<file path="src/rtl/d_mem_sched_pkg.sv">
// d_mem_sched_pkg: shared state, size and segment encodings for the data-memory scheduler.
package d_mem_sched_pkg;
    typedef enum logic [2:0] {
        IDLE  = 3'd0,
        REQ0  = 3'd1,
        WAIT0 = 3'd2,
        REQ1  = 3'd3,
        WAIT1 = 3'd4,
        DONE  = 3'd5
    } state_t;
    typedef enum logic [1:0] {
        SZ_BYTE = 2'd0,
        SZ_HALF = 2'd1,
        SZ_WORD = 2'd2
    } size_e;
    localparam logic [2:0] KSEG0 = 3'b100;
    localparam logic [2:0] KSEG1 = 3'b101;
    typedef struct packed {
        logic        wr;
        size_e       size;
        logic [31:0] vaddr;
        logic [3:0]  wstrb;
    } slot_t;
endpackage

</file>
<file path="src/rtl/d_mem_sched_if.sv">
// d_mem_sched_if: pipeline-side request/result and SRAM-like data-port signals of the scheduler.
interface d_mem_sched_if #(
    parameter int DATA_W = 32
);
    logic              req0_valid, req1_valid, req0_wr, req1_wr;
    logic [1:0]        req0_size, req1_size;
    logic [31:0]       req0_vaddr, req1_vaddr;
    logic [DATA_W-1:0] req0_wdata, req1_wdata;
    logic [3:0]        req0_wstrb, req1_wstrb;
    logic              flush, stall;
    logic [DATA_W-1:0] rdata0, rdata1;
    logic              mem_req, mem_wr, mem_no_cache, mem_addr_ok, mem_data_ok;
    logic [1:0]        mem_size;
    logic [3:0]        mem_wstrb;
    logic [DATA_W-1:0] mem_wdata, mem_rdata;
    logic [31:0]       mem_paddr;
    modport slave (
        input  req0_valid, req1_valid, req0_wr, req1_wr, req0_size, req1_size,
               req0_vaddr, req1_vaddr, req0_wdata, req1_wdata, req0_wstrb, req1_wstrb,
               flush, mem_addr_ok, mem_data_ok, mem_rdata,
        output stall, rdata0, rdata1, mem_req, mem_wr, mem_size, mem_wstrb, mem_wdata,
               mem_paddr, mem_no_cache
    );
    modport master (
        output req0_valid, req1_valid, req0_wr, req1_wr, req0_size, req1_size,
               req0_vaddr, req1_vaddr, req0_wdata, req1_wdata, req0_wstrb, req1_wstrb,
               flush, mem_addr_ok, mem_data_ok, mem_rdata,
        input  stall, rdata0, rdata1, mem_req, mem_wr, mem_size, mem_wstrb, mem_wdata,
               mem_paddr, mem_no_cache
    );
endinterface

</file>
<file path="src/rtl/d_addr_map.sv">
// d_addr_map: kseg0/kseg1 unmapped translation and the kseg1 uncached decision.
module d_addr_map
    import d_mem_sched_pkg::*;
#(
    parameter bit KSEG1_UNCACHED = 1'b1
) (
    input  logic [31:0] vaddr_i,
    output logic [31:0] paddr_o,
    output logic        no_cache_o
);
    always_comb begin
        paddr_o    = (vaddr_i[31:29] == KSEG0 || vaddr_i[31:29] == KSEG1) ? {3'b000, vaddr_i[28:0]} : vaddr_i;
        no_cache_o = KSEG1_UNCACHED && vaddr_i[31:29] == KSEG1;
    end
endmodule

</file>
<file path="src/rtl/d_mem_sched.sv">
// d_mem_sched: serialises up to two in-order data accesses onto one SRAM-like port
// and stalls the MEM stage until every accepted access has completed.
module d_mem_sched
    import d_mem_sched_pkg::*;
#(
    parameter int DATA_W         = 32,
    parameter bit KSEG1_UNCACHED = 1'b1
) (
    input logic          clk,
    input logic          resetn,
    d_mem_sched_if.slave bus
);
    state_t            state_q, state_d;
    slot_t             req_q[2], req_d[2];
    logic [DATA_W-1:0] wdata_q[2], wdata_d[2], rdata_q[2], rdata_d[2];
    logic              v1_q, v1_d, fp_q, fp_d, fin, sel, no_cache;
    logic [31:0]       paddr;

    assign sel = state_q == REQ1 || state_q == WAIT1;

    d_addr_map #(.KSEG1_UNCACHED(KSEG1_UNCACHED)) u_map (
        .vaddr_i   (req_q[sel].vaddr),
        .paddr_o   (paddr),
        .no_cache_o(no_cache)
    );

    assign bus.mem_wr       = req_q[sel].wr;
    assign bus.mem_size     = req_q[sel].size;
    assign bus.mem_wstrb    = req_q[sel].wstrb;
    assign bus.mem_wdata    = wdata_q[sel];
    assign bus.mem_paddr    = paddr;
    assign bus.mem_no_cache = no_cache;
    assign bus.rdata0       = rdata_q[0];
    assign bus.rdata1       = rdata_q[1];

    always_comb begin
        state_d     = state_q;
        req_d       = req_q;
        wdata_d     = wdata_q;
        rdata_d     = rdata_q;
        v1_d        = v1_q;
        fp_d        = fp_q;
        fin         = 1'b0;
        bus.stall   = 1'b1;
        bus.mem_req = 1'b0;
        case (state_q)
            IDLE: begin
                bus.stall = !bus.flush && (bus.req0_valid || bus.req1_valid);
                if (bus.stall) begin
                    state_d    = bus.req0_valid ? REQ0 : REQ1;
                    req_d[0]   = '{bus.req0_wr, size_e'(bus.req0_size), bus.req0_vaddr, bus.req0_wstrb};
                    req_d[1]   = '{bus.req1_wr, size_e'(bus.req1_size), bus.req1_vaddr, bus.req1_wstrb};
                    wdata_d[0] = bus.req0_wdata;
                    wdata_d[1] = bus.req1_wdata;
                    v1_d       = bus.req1_valid;
                end
            end
            REQ0, REQ1: begin
                bus.mem_req = 1'b1;
                fp_d        = fp_q || bus.flush;
                fin         = bus.mem_addr_ok && bus.mem_data_ok;
                state_d     = bus.mem_addr_ok ? (sel ? WAIT1 : WAIT0) : state_q;
            end
            WAIT0, WAIT1: begin
                fp_d = fp_q || bus.flush;
                fin  = bus.mem_data_ok;
            end
            DONE: begin
                bus.stall = 1'b0;
                fp_d      = 1'b0;
                state_d   = IDLE;
            end
            default: state_d = IDLE;
        endcase
        // a response arriving with the handshake completes the access without a WAIT cycle
        if (fin) begin
            rdata_d[sel] = req_q[sel].wr ? rdata_q[sel] : bus.mem_rdata;
            state_d      = (!sel && v1_q && !fp_d) ? REQ1 : DONE;
        end
    end

    always_ff @(posedge clk or negedge resetn) begin
        if (!resetn) begin
            state_q <= IDLE;
            req_q   <= '{default: '0};
            wdata_q <= '{default: '0};
            rdata_q <= '{default: '0};
            v1_q    <= 1'b0;
            fp_q    <= 1'b0;
        end else begin
            state_q <= state_d;
            req_q   <= req_d;
            wdata_q <= wdata_d;
            rdata_q <= rdata_d;
            v1_q    <= v1_d;
            fp_q    <= fp_d;
        end
    end
endmodule

</file>
<file path="src/flat_wrapper.sv">
// flat-port wrapper written by rule: the top's interface ports become plain ports
module d_mem_sched_flat import d_mem_sched_pkg::*;
#(
    parameter int DATA_W         = 32,
    parameter bit KSEG1_UNCACHED = 1'b1
)
  (clk, resetn, bus_req0_valid, bus_req1_valid, bus_req0_wr, bus_req1_wr, bus_req0_size, bus_req1_size, bus_req0_vaddr, bus_req1_vaddr, bus_req0_wdata, bus_req1_wdata, bus_req0_wstrb, bus_req1_wstrb, bus_flush, bus_mem_addr_ok, bus_mem_data_ok, bus_mem_rdata, bus_stall, bus_rdata0, bus_rdata1, bus_mem_req, bus_mem_wr, bus_mem_size, bus_mem_wstrb, bus_mem_wdata, bus_mem_paddr, bus_mem_no_cache);
  d_mem_sched_if #(.DATA_W(DATA_W)) bus_i ();
  input logic clk;
  input logic resetn;
  input wire logic [$bits(bus_i.req0_valid)-1:0] bus_req0_valid;
  input wire logic [$bits(bus_i.req1_valid)-1:0] bus_req1_valid;
  input wire logic [$bits(bus_i.req0_wr)-1:0] bus_req0_wr;
  input wire logic [$bits(bus_i.req1_wr)-1:0] bus_req1_wr;
  input wire logic [$bits(bus_i.req0_size)-1:0] bus_req0_size;
  input wire logic [$bits(bus_i.req1_size)-1:0] bus_req1_size;
  input wire logic [$bits(bus_i.req0_vaddr)-1:0] bus_req0_vaddr;
  input wire logic [$bits(bus_i.req1_vaddr)-1:0] bus_req1_vaddr;
  input wire logic [$bits(bus_i.req0_wdata)-1:0] bus_req0_wdata;
  input wire logic [$bits(bus_i.req1_wdata)-1:0] bus_req1_wdata;
  input wire logic [$bits(bus_i.req0_wstrb)-1:0] bus_req0_wstrb;
  input wire logic [$bits(bus_i.req1_wstrb)-1:0] bus_req1_wstrb;
  input wire logic [$bits(bus_i.flush)-1:0] bus_flush;
  input wire logic [$bits(bus_i.mem_addr_ok)-1:0] bus_mem_addr_ok;
  input wire logic [$bits(bus_i.mem_data_ok)-1:0] bus_mem_data_ok;
  input wire logic [$bits(bus_i.mem_rdata)-1:0] bus_mem_rdata;
  output wire logic [$bits(bus_i.stall)-1:0] bus_stall;
  output wire logic [$bits(bus_i.rdata0)-1:0] bus_rdata0;
  output wire logic [$bits(bus_i.rdata1)-1:0] bus_rdata1;
  output wire logic [$bits(bus_i.mem_req)-1:0] bus_mem_req;
  output wire logic [$bits(bus_i.mem_wr)-1:0] bus_mem_wr;
  output wire logic [$bits(bus_i.mem_size)-1:0] bus_mem_size;
  output wire logic [$bits(bus_i.mem_wstrb)-1:0] bus_mem_wstrb;
  output wire logic [$bits(bus_i.mem_wdata)-1:0] bus_mem_wdata;
  output wire logic [$bits(bus_i.mem_paddr)-1:0] bus_mem_paddr;
  output wire logic [$bits(bus_i.mem_no_cache)-1:0] bus_mem_no_cache;
  assign bus_i.req0_valid = bus_req0_valid;
  assign bus_i.req1_valid = bus_req1_valid;
  assign bus_i.req0_wr = bus_req0_wr;
  assign bus_i.req1_wr = bus_req1_wr;
  assign bus_i.req0_size = bus_req0_size;
  assign bus_i.req1_size = bus_req1_size;
  assign bus_i.req0_vaddr = bus_req0_vaddr;
  assign bus_i.req1_vaddr = bus_req1_vaddr;
  assign bus_i.req0_wdata = bus_req0_wdata;
  assign bus_i.req1_wdata = bus_req1_wdata;
  assign bus_i.req0_wstrb = bus_req0_wstrb;
  assign bus_i.req1_wstrb = bus_req1_wstrb;
  assign bus_i.flush = bus_flush;
  assign bus_i.mem_addr_ok = bus_mem_addr_ok;
  assign bus_i.mem_data_ok = bus_mem_data_ok;
  assign bus_i.mem_rdata = bus_mem_rdata;
  assign bus_stall = bus_i.stall;
  assign bus_rdata0 = bus_i.rdata0;
  assign bus_rdata1 = bus_i.rdata1;
  assign bus_mem_req = bus_i.mem_req;
  assign bus_mem_wr = bus_i.mem_wr;
  assign bus_mem_size = bus_i.mem_size;
  assign bus_mem_wstrb = bus_i.mem_wstrb;
  assign bus_mem_wdata = bus_i.mem_wdata;
  assign bus_mem_paddr = bus_i.mem_paddr;
  assign bus_mem_no_cache = bus_i.mem_no_cache;
  d_mem_sched #(.DATA_W(DATA_W), .KSEG1_UNCACHED(KSEG1_UNCACHED)) u_core (.clk(clk), .resetn(resetn), .bus(bus_i));
endmodule
</file>
<file path="config.mk">
export PLATFORM = sky130hd
export DESIGN_NAME = d_mem_sched_flat
export DESIGN_NICKNAME = d
export VERILOG_FILES = /design/src/rtl/d_mem_sched_pkg.sv /design/src/rtl/d_mem_sched_if.sv /design/src/rtl/d_addr_map.sv /design/src/rtl/d_mem_sched.sv /design/src/flat_wrapper.sv
export SDC_FILE = /design/constraint.sdc
export NUM_CORES = 1
export LEC_CHECK = 0
export ABC_CLOCK_PERIOD_IN_PS = 2800
export CAP_MARGIN = 20
export CORE_MARGIN = 2
export CORE_UTILIZATION = 35
export DETAILED_ROUTE_END_ITERATION = 10
export GPL_TIMING_DRIVEN = 0
export SKIP_LAST_GASP = 1
export SLEW_MARGIN = 20
export SYNTH_ARGS = -nofsm -noshare
export SYNTH_HDL_FRONTEND = slang
export SYNTH_SLANG_ARGS = --single-unit
</file>
<file path="constraint.sdc">
create_clock -name clk -period 2.8 [get_ports clk]
set_input_delay 0.56 -clock clk [delete_from_list [all_inputs] [get_ports clk]]
set_output_delay 0.56 -clock clk [all_outputs]
set_load 0.02 [all_outputs]
</file>
# Yosys cells after proc, flatten, opt, wreduce, memory -nomap -nowiden
# Index checks and enable logic that the tools add are counted.
# Widths: inputs -> output; s select.
# word_totals
reg_bits	211
latchBits	0
ram_bits	0
romBits	0
output_inout_bits	138
mem_count	0
# op_classes
add_sub_neg	0
mul	0
n_div	0
order_cmp	2
n_eq_ne	10
shift	0
mux	25
bitwise_logic	1
n_reduce_logical	18
# ops
operator	n
$mux 32	9
$mux 39	3
$bwmux 64	1
$demux 32 s1	1
$mux 3	5
$eq 3x3->1 const B	4
$pmux 3 s3	1
$eq 3x2->1 const B	2
$pmux 1 s2	3
$logic_and 1x1->1	5
$logic_or 1x1->1	4
$reduce_or 2->1	2
$reduce_or 4->1	1
$eq 3x1->1 const B	1
$logic_not 1->1	3
$logic_not 3->1	1
$ne 3x1->1 const B	1
$ne 3x2->1 const B	1
$reduce_and 3->1	1
$ge 2x2->1 const B	1
$lt 2x1->1 const B	1
$mux 2	1
$ne 2x1->1 const B	1
$not 1->2	1
2 further kinds	2

# Depth between registers and ports, before layout
# Gate-level depths: netlist of run 1.
# depth
word_depth	9
mapped_depth	7
mapped_depth_nobuf	4

# Modules after synthesis
# From an unflattened synthesis of run 1, not the netlist that was laid out.
# unflattened
hier_cells	606
hier_area_um2	9255.1
# by_module_without_submodules
mod	n_inst	cells_each	area_per_inst_um2
d_mem_sched	1	572	9009.9
d_addr_map	1	34	245.2

# Worst setup path before layout of run 1
# No wires, ideal clock.
# synth_timing
kind	reg2out
startpoint	register u_core.state_q[0]
endpoint	output bus_mem_no_cache
arrival_time_ns	1.787
t_required_ns	2.240
setup_slack_ns	0.453
stages_incl_launch_ff	7
cell_sequence	dfrtp_1 buf_6 clkbuf_1 clkbuf_1 nand3b_1 nand3b_1 a21oi_1
# synth_via
elab_chain_len	7
# synth_lines
item	line_no	source
start, declared	d_mem_sched.sv:13	state_t state_q, state_d;
start signal, assigned	d_mem_sched.sv:91	state_q <= state_d;
$eq 3x2->1 / $eq 3x3->1 (equally long branches)	d_mem_sched.sv:19	assign sel = state_q == REQ1 || state_q == WAIT1;
$logic_or 1x1->1 (*)	d_mem_sched.sv:19	
$not 1->2 (not written as such) (*)	d_mem_sched.sv:22	.vaddr_i (req_q[sel].vaddr),
$mux 39 (*)	--	
$mux 39 (not written as such) (*) (2 in a row)	d_mem_sched.sv:22	
$eq 3x3->1 (*)	d_addr_map.sv:13	no_cache_o = KSEG1_UNCACHED && vaddr_i[31:29] == KSEG1;
end, declared	flat_wrapper.sv:36	output wire logic [$bits(bus_i.mem_no_cache)-1:0] bus_mem_no_cache;
# Every way passes the cells marked *; elsewhere a longest branch is shown, timed or not. The select of a mux whose other input is x is not followed.

# Final worst setup path of run 1
# layout_timing
startpoint	register u_core.state_q[0]
endpoint	output bus_mem_paddr[3]
# layout_via
elab_chain_len	7
# layout_lines
item	line_no	source
$eq 3x2->1 / $eq 3x3->1 (equally long branches)	d_mem_sched.sv:19	
$logic_or 1x1->1 (*)	d_mem_sched.sv:19	
$not 1->2 (not written as such) (*)	d_mem_sched.sv:22	
$mux 39 (*)	--	
$mux 39 (not written as such) (*) (2 in a row)	d_mem_sched.sv:22	
$mux 32 (*)	d_addr_map.sv:12	paddr_o = (vaddr_i[31:29] == KSEG0 || vaddr_i[31:29] == KSEG1) ? {3'b000, vaddr_i[28:0]} : vaddr_i;
end, declared	flat_wrapper.sv:35	output wire logic [$bits(bus_i.mem_paddr)-1:0] bus_mem_paddr;
# Marked as above.

==> results of run 1 <==
-- metrics by stage --
step | util (%) | cell area (um^2) | setup TNS (ns)
2_1_floorplan | - | 9220 | 0
3_3_place_gp | 49.3 | 12800 | -1802.41
3_5_place_dp | 49.6 | 12900 | -33.70
4_1_cts | 53.5 | 13900 | -7.47
5_1_grt | 54.0 | 14000 | -4.29
6_report | 54.0 | 14000 | -0.808
-- layer usage --
layer	routed length (um)	share of wire [%]	global-route usage [%]	vias up
li1	-	-	-	2887
met1	10600	42	22.9	3080
met2	11400	45	28.6	261
met3	2840	11	8.46	39
met4	610	2.4	4.69	2
met5	12	0.047	0	-
-- cell type report --
class	count	area share, %
flip-flops and latches	211	37.6
multi-input cells	344	27.0
repair buffers	342	23.8
clock buffers	42	5.71
well taps	335	2.99
plain buffers	35	2.37
clock inverters	5	0.464
inverters	4	0.107
diodes	1	0.0178
-- cell families (layout without fill, tap and decap cells) --
kind of cell	after synthesis	count (layout)	synth area share [%]
muxes	275	275	35.2
buffers and inverters	41	428	2.71
other	0	1	0
DFF	211	211	57.2
and+or+nand+nor	41	41	2.84
xor gates and xnor gates	1	1	0.0950
AOI/OAI and AO/OA	27	27	1.93
-- how the worst min path moves through the flow --
stage / from / to / depth (start not counted)
after global placement: u_core.req_q[55] / u_core.req_q[55] / 1
after CTS: bus_mem_data_ok / u_core.state_q[0] / 3
after floorplan: resetn / u_core.bus.rdata0[0] / 0
final: bus_mem_data_ok / u_core.state_q[0] / 3
after global routing: u_core.wdata_q[56] / u_core.wdata_q[56] / 1
after detailed placement: u_core.wdata_q[53] / u_core.wdata_q[53] / 1
-- worst min-delay path, stage by stage --
cell      delay, ns
clkbuf_1       0.19
nand2_1        0.09
o21ai_0        0.09
-- report_power, final --
part	switching, uW	total [uW]	internal, uW	leakage (uW)
sequential	796	5420	4620	0.00251
clock	1290	3330	2040	0.000427
combinational	4240	9490	5250	0.00328
-- flip-flops by register name, indices dropped and copies added, names as in the netlist --
signal / flops
u_core.req_q: 78
u_core.wdata_q: 64
u_core.bus.rdata0: 32
u_core.bus.rdata1: 32
u_core.state_q: 3
u_core.fp_q: 1
u_core.v1_q: 1
-- repair_timing --
action                     in CTS  in global routing
pin swaps                       5                  5
setup buffers                  12                  7
gates resized for setup       258                133
hold buffers                    1                  0
setup endpoints to repair      74                 73
gates cloned                    1                  2
hold endpoints to repair        5                  0
-- cells in the final DEF (no fill, tap or decap), drive strengths merged, types with 4 or more instances in the layout --
cell	instances
o21ai	9
a21oi	7
nand3b	5
clkbuf	60
clkdlybuf4s50	242
nand2	9
inv	5
dfrtp	211
clkdlybuf4s15	4
nor2	6
buf	109
mux2	274
nand3	5
==> results.md, run 1 <==
* Status: finished, violations left
* Failing checks: negative setup slack
* Top_reg_cell synth: dfrtp_1
* Most frequent cell after synthesis: mux2_2
* Clock Path Buffers at 3
* Initial Util at 35.5%
* Number of flops mapped to enable cells by yosys at 0
* Crit path launch: u_core.state_q[0]
* Total power at 18,200 uW
* Share of cells above drive strength 1 at 45.9%
* PortBufs at 317
* Distinct cells, synth at 37
* Cell Area, Synth at 9220 um^2
* Levels on crit path at 9
* Fill cell total of the finished layout at 2,263
* Leak Pwr at 0.00621 uW
* Asr flop ratio synth at 100%
* RSZ-0062 raised after global routing: yes
* Iter 0 DRT Violations at 273
* CTS tree: done
* Cells after DPL at 1,250
* CP max-delay cell: dfrtp_1
* Site Rows at 59
* Crit share post-route at 103%
* CP arrival at 2.32 ns
* Final HPWL DP at 18,400 um
* CP Class: flip-flop to primary output
* Initial antenna violation count at 2
* First-pass GRT wire length at 40,000 um
* Post-layout worst setup margin at -0.0831 ns
* Final wirelength at 25,500 um
* Fmax achieved at 347 MHz
* Hold Violations, Final at 0
* Post-synth top area share at 57.2%
* Worst reg2reg endpoint: u_core.wdata_q[60]
* FF-to-FF path depth at 6
* Clock sink total at 211
* Routed Antenna Nets at 0
* Warning count from the yosys run at 0
* R2R Path Start: u_core.state_q[0]
* Largest net degree at the start of global routing at 75
* Worst stage delay on the critical path at 0.38 ns
* Pre-CTS setup slack at -0.487 ns
* GP Congestion at 0.789
* Die Area at 27,700 um^2
* Setup crit end: bus_mem_paddr[3]
* Vias at 6,269
* DR WL/cell at 19.3 um
* Core box area at 26,000 um^2
* Number of CTS-inserted buffers at 26
* Total global-route track usage at 18.2%
* Mean post-synth cell area at 15.5 um^2
* Slew headroom at 62.0%
* Die height at 166 um
* DIE WIDTH at 166 um
* Top post-synthesis cells by area: dfrtp_1 57%, mux2_2 29%, mux2_4 6.5%, buf_2 1.2%, buf_6 0.85%
* Critical Path RT at 2.24 ns
* Final min period at 2.88 ns
* Worst Tran Pin Value at 0.570 ns
* Layout Nets at 1,145
* FF/Latch Area at 5280 um^2
* Worst Skew at 0.0167 ns
* Maxcap violations at 0
* Vias in the first global route at 6,742
* Hold_ws at 0.454 ns
* Yosys reg bits at 211
* Leading area contributor after synthesis: dfrtp_1
* Sequential area share after synthesis at 57.2%
* Post-synth top cells: 234 x mux2_2, 211 x dfrtp_1, 40 x mux2_4
* Startpoint Class: flip-flop
* Area Growth Syn to Fin at 52.2%
* PwrDens at 1300 nW/um^2
* Area occupied by multi-input gates at 3780 um^2
* Most frequent CP cell: buf_6
* GR Overflow Total at 0
* Slew Limit Fails at 0
* Critical-path maximum fanout at 8
* CTS H-tree depth at 1
* Clock slew seen by the registers of the worst setup and hold paths at 0.06 ns
* Number of I/O pins at 319
* Worst path cell trace: buf_6 -> nor3b_4 -> nor2_4 -> buf_12 -> buf_12 -> buf_8 -> buf_6 -> mux2_4 -> buf_6
* VDD IR-drop max at 0.669 mV
* Final Setup Violations at 23
* Crit end category: primary output
* Clock Root Buffer: clkbuf_16
* DR vias/cell at 4.75
* Synthesized Nets at 777
* Worst path bufs/invs at 6
* Gate Count Post-Synth at 596
* Hold Crit Class: input port to flip-flop
* Skew-Pair Late Insertion Delay at 0.53 ns
* Reg2reg setup slack at 0.47 ns
* Final Non-Filler Cells at 1,319
* DRC at 0
* Top Family by Delay on Critical Path: buffers and inverters
* Drt first pass iters at 4
Power figures use the tool's default switching activity.
==> run 2: changes to the inputs <==
--- a/constraint.sdc
+++ b/constraint.sdc
@@ -3,2 +3,2 @@
 set_output_delay 0.56 -clock clk [all_outputs]
-set_load 0.02 [all_outputs]
+set_load 0.005 [all_outputs]
==> run 2 against run 1 <==
Flip-flop and latch count did not move. Setup slack improved by 0.014 ns. The flow still finishes with violations (negative setup slack). Clock power barely moved. Total power fell by 1.0%. Register-to-register slack got worse by 0.05 ns. Clock skew barely moved. Sequential share of layout area fell by 1.4 points. Count of clock-buffer cells in the layout did not move.
==> results.md, run 2 (same netlist as run 1, synthesis figures left out) <==
* Most common cell after layout, fill and taps aside: clkdlybuf4s50_1
* Crit end category: primary output
* Commonest non-fill, non-tap cells in the layout: 244 x clkdlybuf4s50_1, 210 x dfrtp_1, 169 x mux2_2, 105 x mux2_4, 76 x buf_6
* Antenna Diode Count at 0
* CTS tree: done
* Slew Limit Fails at 0
* Die height at 166 um
* CP Class: flip-flop to primary output
* Largest net degree at the start of global routing at 75
* Hold Crit Class: input port to flip-flop
* Hold Violations, Final at 0
* CP arrival at 2.31 ns
* Met2 wire len at 11,700 um
* PortBufs at 317
* Final wirelength at 26,100 um
* Crit share post-route at 102%
* Maxcap violations at 0
* DR vias/cell at 4.76
* GR Overflow Total at 0
* M1 WL at 10,900 um
* Vias in the first global route at 6,895
* Max FFs per register at 78
* Total power at 18,000 uW
* Fmax achieved at 349 MHz
* DRC at 0
* Critical-path maximum fanout at 7
* Site Rows at 59
* Iter 0 DRT Violations at 273
* DIE WIDTH at 166 um
* Status: finished, violations left
* DR WL/cell at 19.7 um
* Leak Pwr at 0.00659 uW
* Vias at 6,321
* PwrDens at 1240 nW/um^2
* Initial Util at 35.5%
* Worst Skew at 0.0171 ns
* RSZ-0062 raised after global routing: yes
* Clock sink total at 211
* Failing checks: negative setup slack
* Initial antenna violation count at 1
* Clock Path Buffers at 3
* Die Area at 27,700 um^2
* Number of I/O pins at 319
* CTS H-tree depth at 1
* Number of CTS-inserted buffers at 26
* Share of cells above drive strength 1 at 46.6%
* Layout Nets at 1,154
* DR top layer: met5
* Routed Antenna Nets at 0
* Clock slew seen by the registers of the worst setup and hold paths at 0.06 ns
* GP Congestion at 0.789
* Most flop-heavy register: u_core.req_q
* Post-layout worst setup margin at -0.0687 ns
* Critical Path RT at 2.24 ns
* Area Growth Syn to Fin at 58.2%
* Final min period at 2.87 ns
* Skew-Pair Late Insertion Delay at 0.53 ns
* VDD IR-drop max at 0.599 mV
* Drt first pass iters at 4
* Fill cell total of the finished layout at 2,169
* Slew headroom at 62.4%
* Clock Root Buffer: clkbuf_16
* Total global-route track usage at 19.0%
* Final Setup Violations at 14
* Final core occ at 56.2%
* Worst Tran Pin Value at 0.564 ns
* Met3 Wirelength at 2890 um
* Final HPWL DP at 18,400 um
* Largest registers: u_core.req_q x78, u_core.wdata_q x64
* Core box area at 26,000 um^2
* Startpoint Class: flip-flop
* First-pass GRT wire length at 41,500 um
==> run 2: routing by layer <==
| metal | track usage [%] | vias to the layer above |
|---|---|---|
| met4 | 4.46 | 2 |
| met2 | 29.6 | 269 |
| met3 | 8.58 | 36 |
| met5 | 0 | - |
| li1 | - | 2902 |
| met1 | 24.2 | 3112 |
==> run 2: cell type report <==
type | instances | area [um^2] | area share, %
sequential | 211 | 5280 | 36.2
buffer | 34 | 328 | 2.25
tap | 335 | 419 | 2.87
multi-input combinational | 344 | 3960 | 27.1
timing repair buffer | 352 | 3720 | 25.5
clock buffer | 42 | 801 | 5.49
inverter | 4 | 15.0 | 0.103
clock inverter | 5 | 65.1 | 0.446
==> run 2: path summary, 6_finish.rpt <==
check,from,endpoint,slack [ns],depth (start not counted)
min in group asynchronous,resetn,u_core.bus.rdata0[28],0.60,2
hold / removal,bus_mem_data_ok,u_core.state_q[0],0.45,3
setup / recovery,u_core.state_q[0],bus_mem_wdata[9],-0.07,9
hold reg to reg,u_core.bus.rdata1[26],u_core.bus.rdata1[26],0.50,1
max in group asynchronous,resetn,u_core.req_q[62],1.41,3
setup reg to reg,u_core.state_q[1],u_core.wdata_q[60],0.42,6
==> run 2: repair_timing <==
item,CTS,global route
cloned,5,0
hold buffers,1,0
pin swaps,7,3
gates resized for setup,462,6
buffers inserted,25,8
hold endpoints to repair,5,0
endpoints found under the setup margin,73,71
==> run 2: power by group <==
part           internal [uW]  switching (uW)  total, uW
registers               4620             841       5460
clock network           2040            1300       3340
logic                   6270            2980       9250
total                  12900            5120      18000
==> run 2: critical path: stages (launching register included) <==
cell and delay (ns):
dfrtp_1 0.37, buf_6 0.13, nor3b_4 0.26, nor2_4 0.08
buf_12 0.15, buf_12 0.12, buf_12 0.12, buf_12 0.12
mux2_4 0.30, buf_6 0.12
==> run 2: per-stage QoR <==
stage | instance area, um^2 | hold WS [ns] | setup TNS [ns] | setup slack, ns | std cells
6_report | 14600 | 0.455 | -0.567 | -0.0687 | 1327
5_1_grt | 14600 | 0.515 | -2.13 | -0.117 | 1327
4_1_cts | 14600 | 0.427 | -3.87 | -0.140 | 1325
3_5_place_dp | 12900 | 0.490 | -27.43 | -0.395 | 1250
3_3_place_gp | 12800 | 0.483 | -1796.16 | -8.40 | 1248
2_1_floorplan | 9220 | 0.264 | 0 | 0.655 | 596
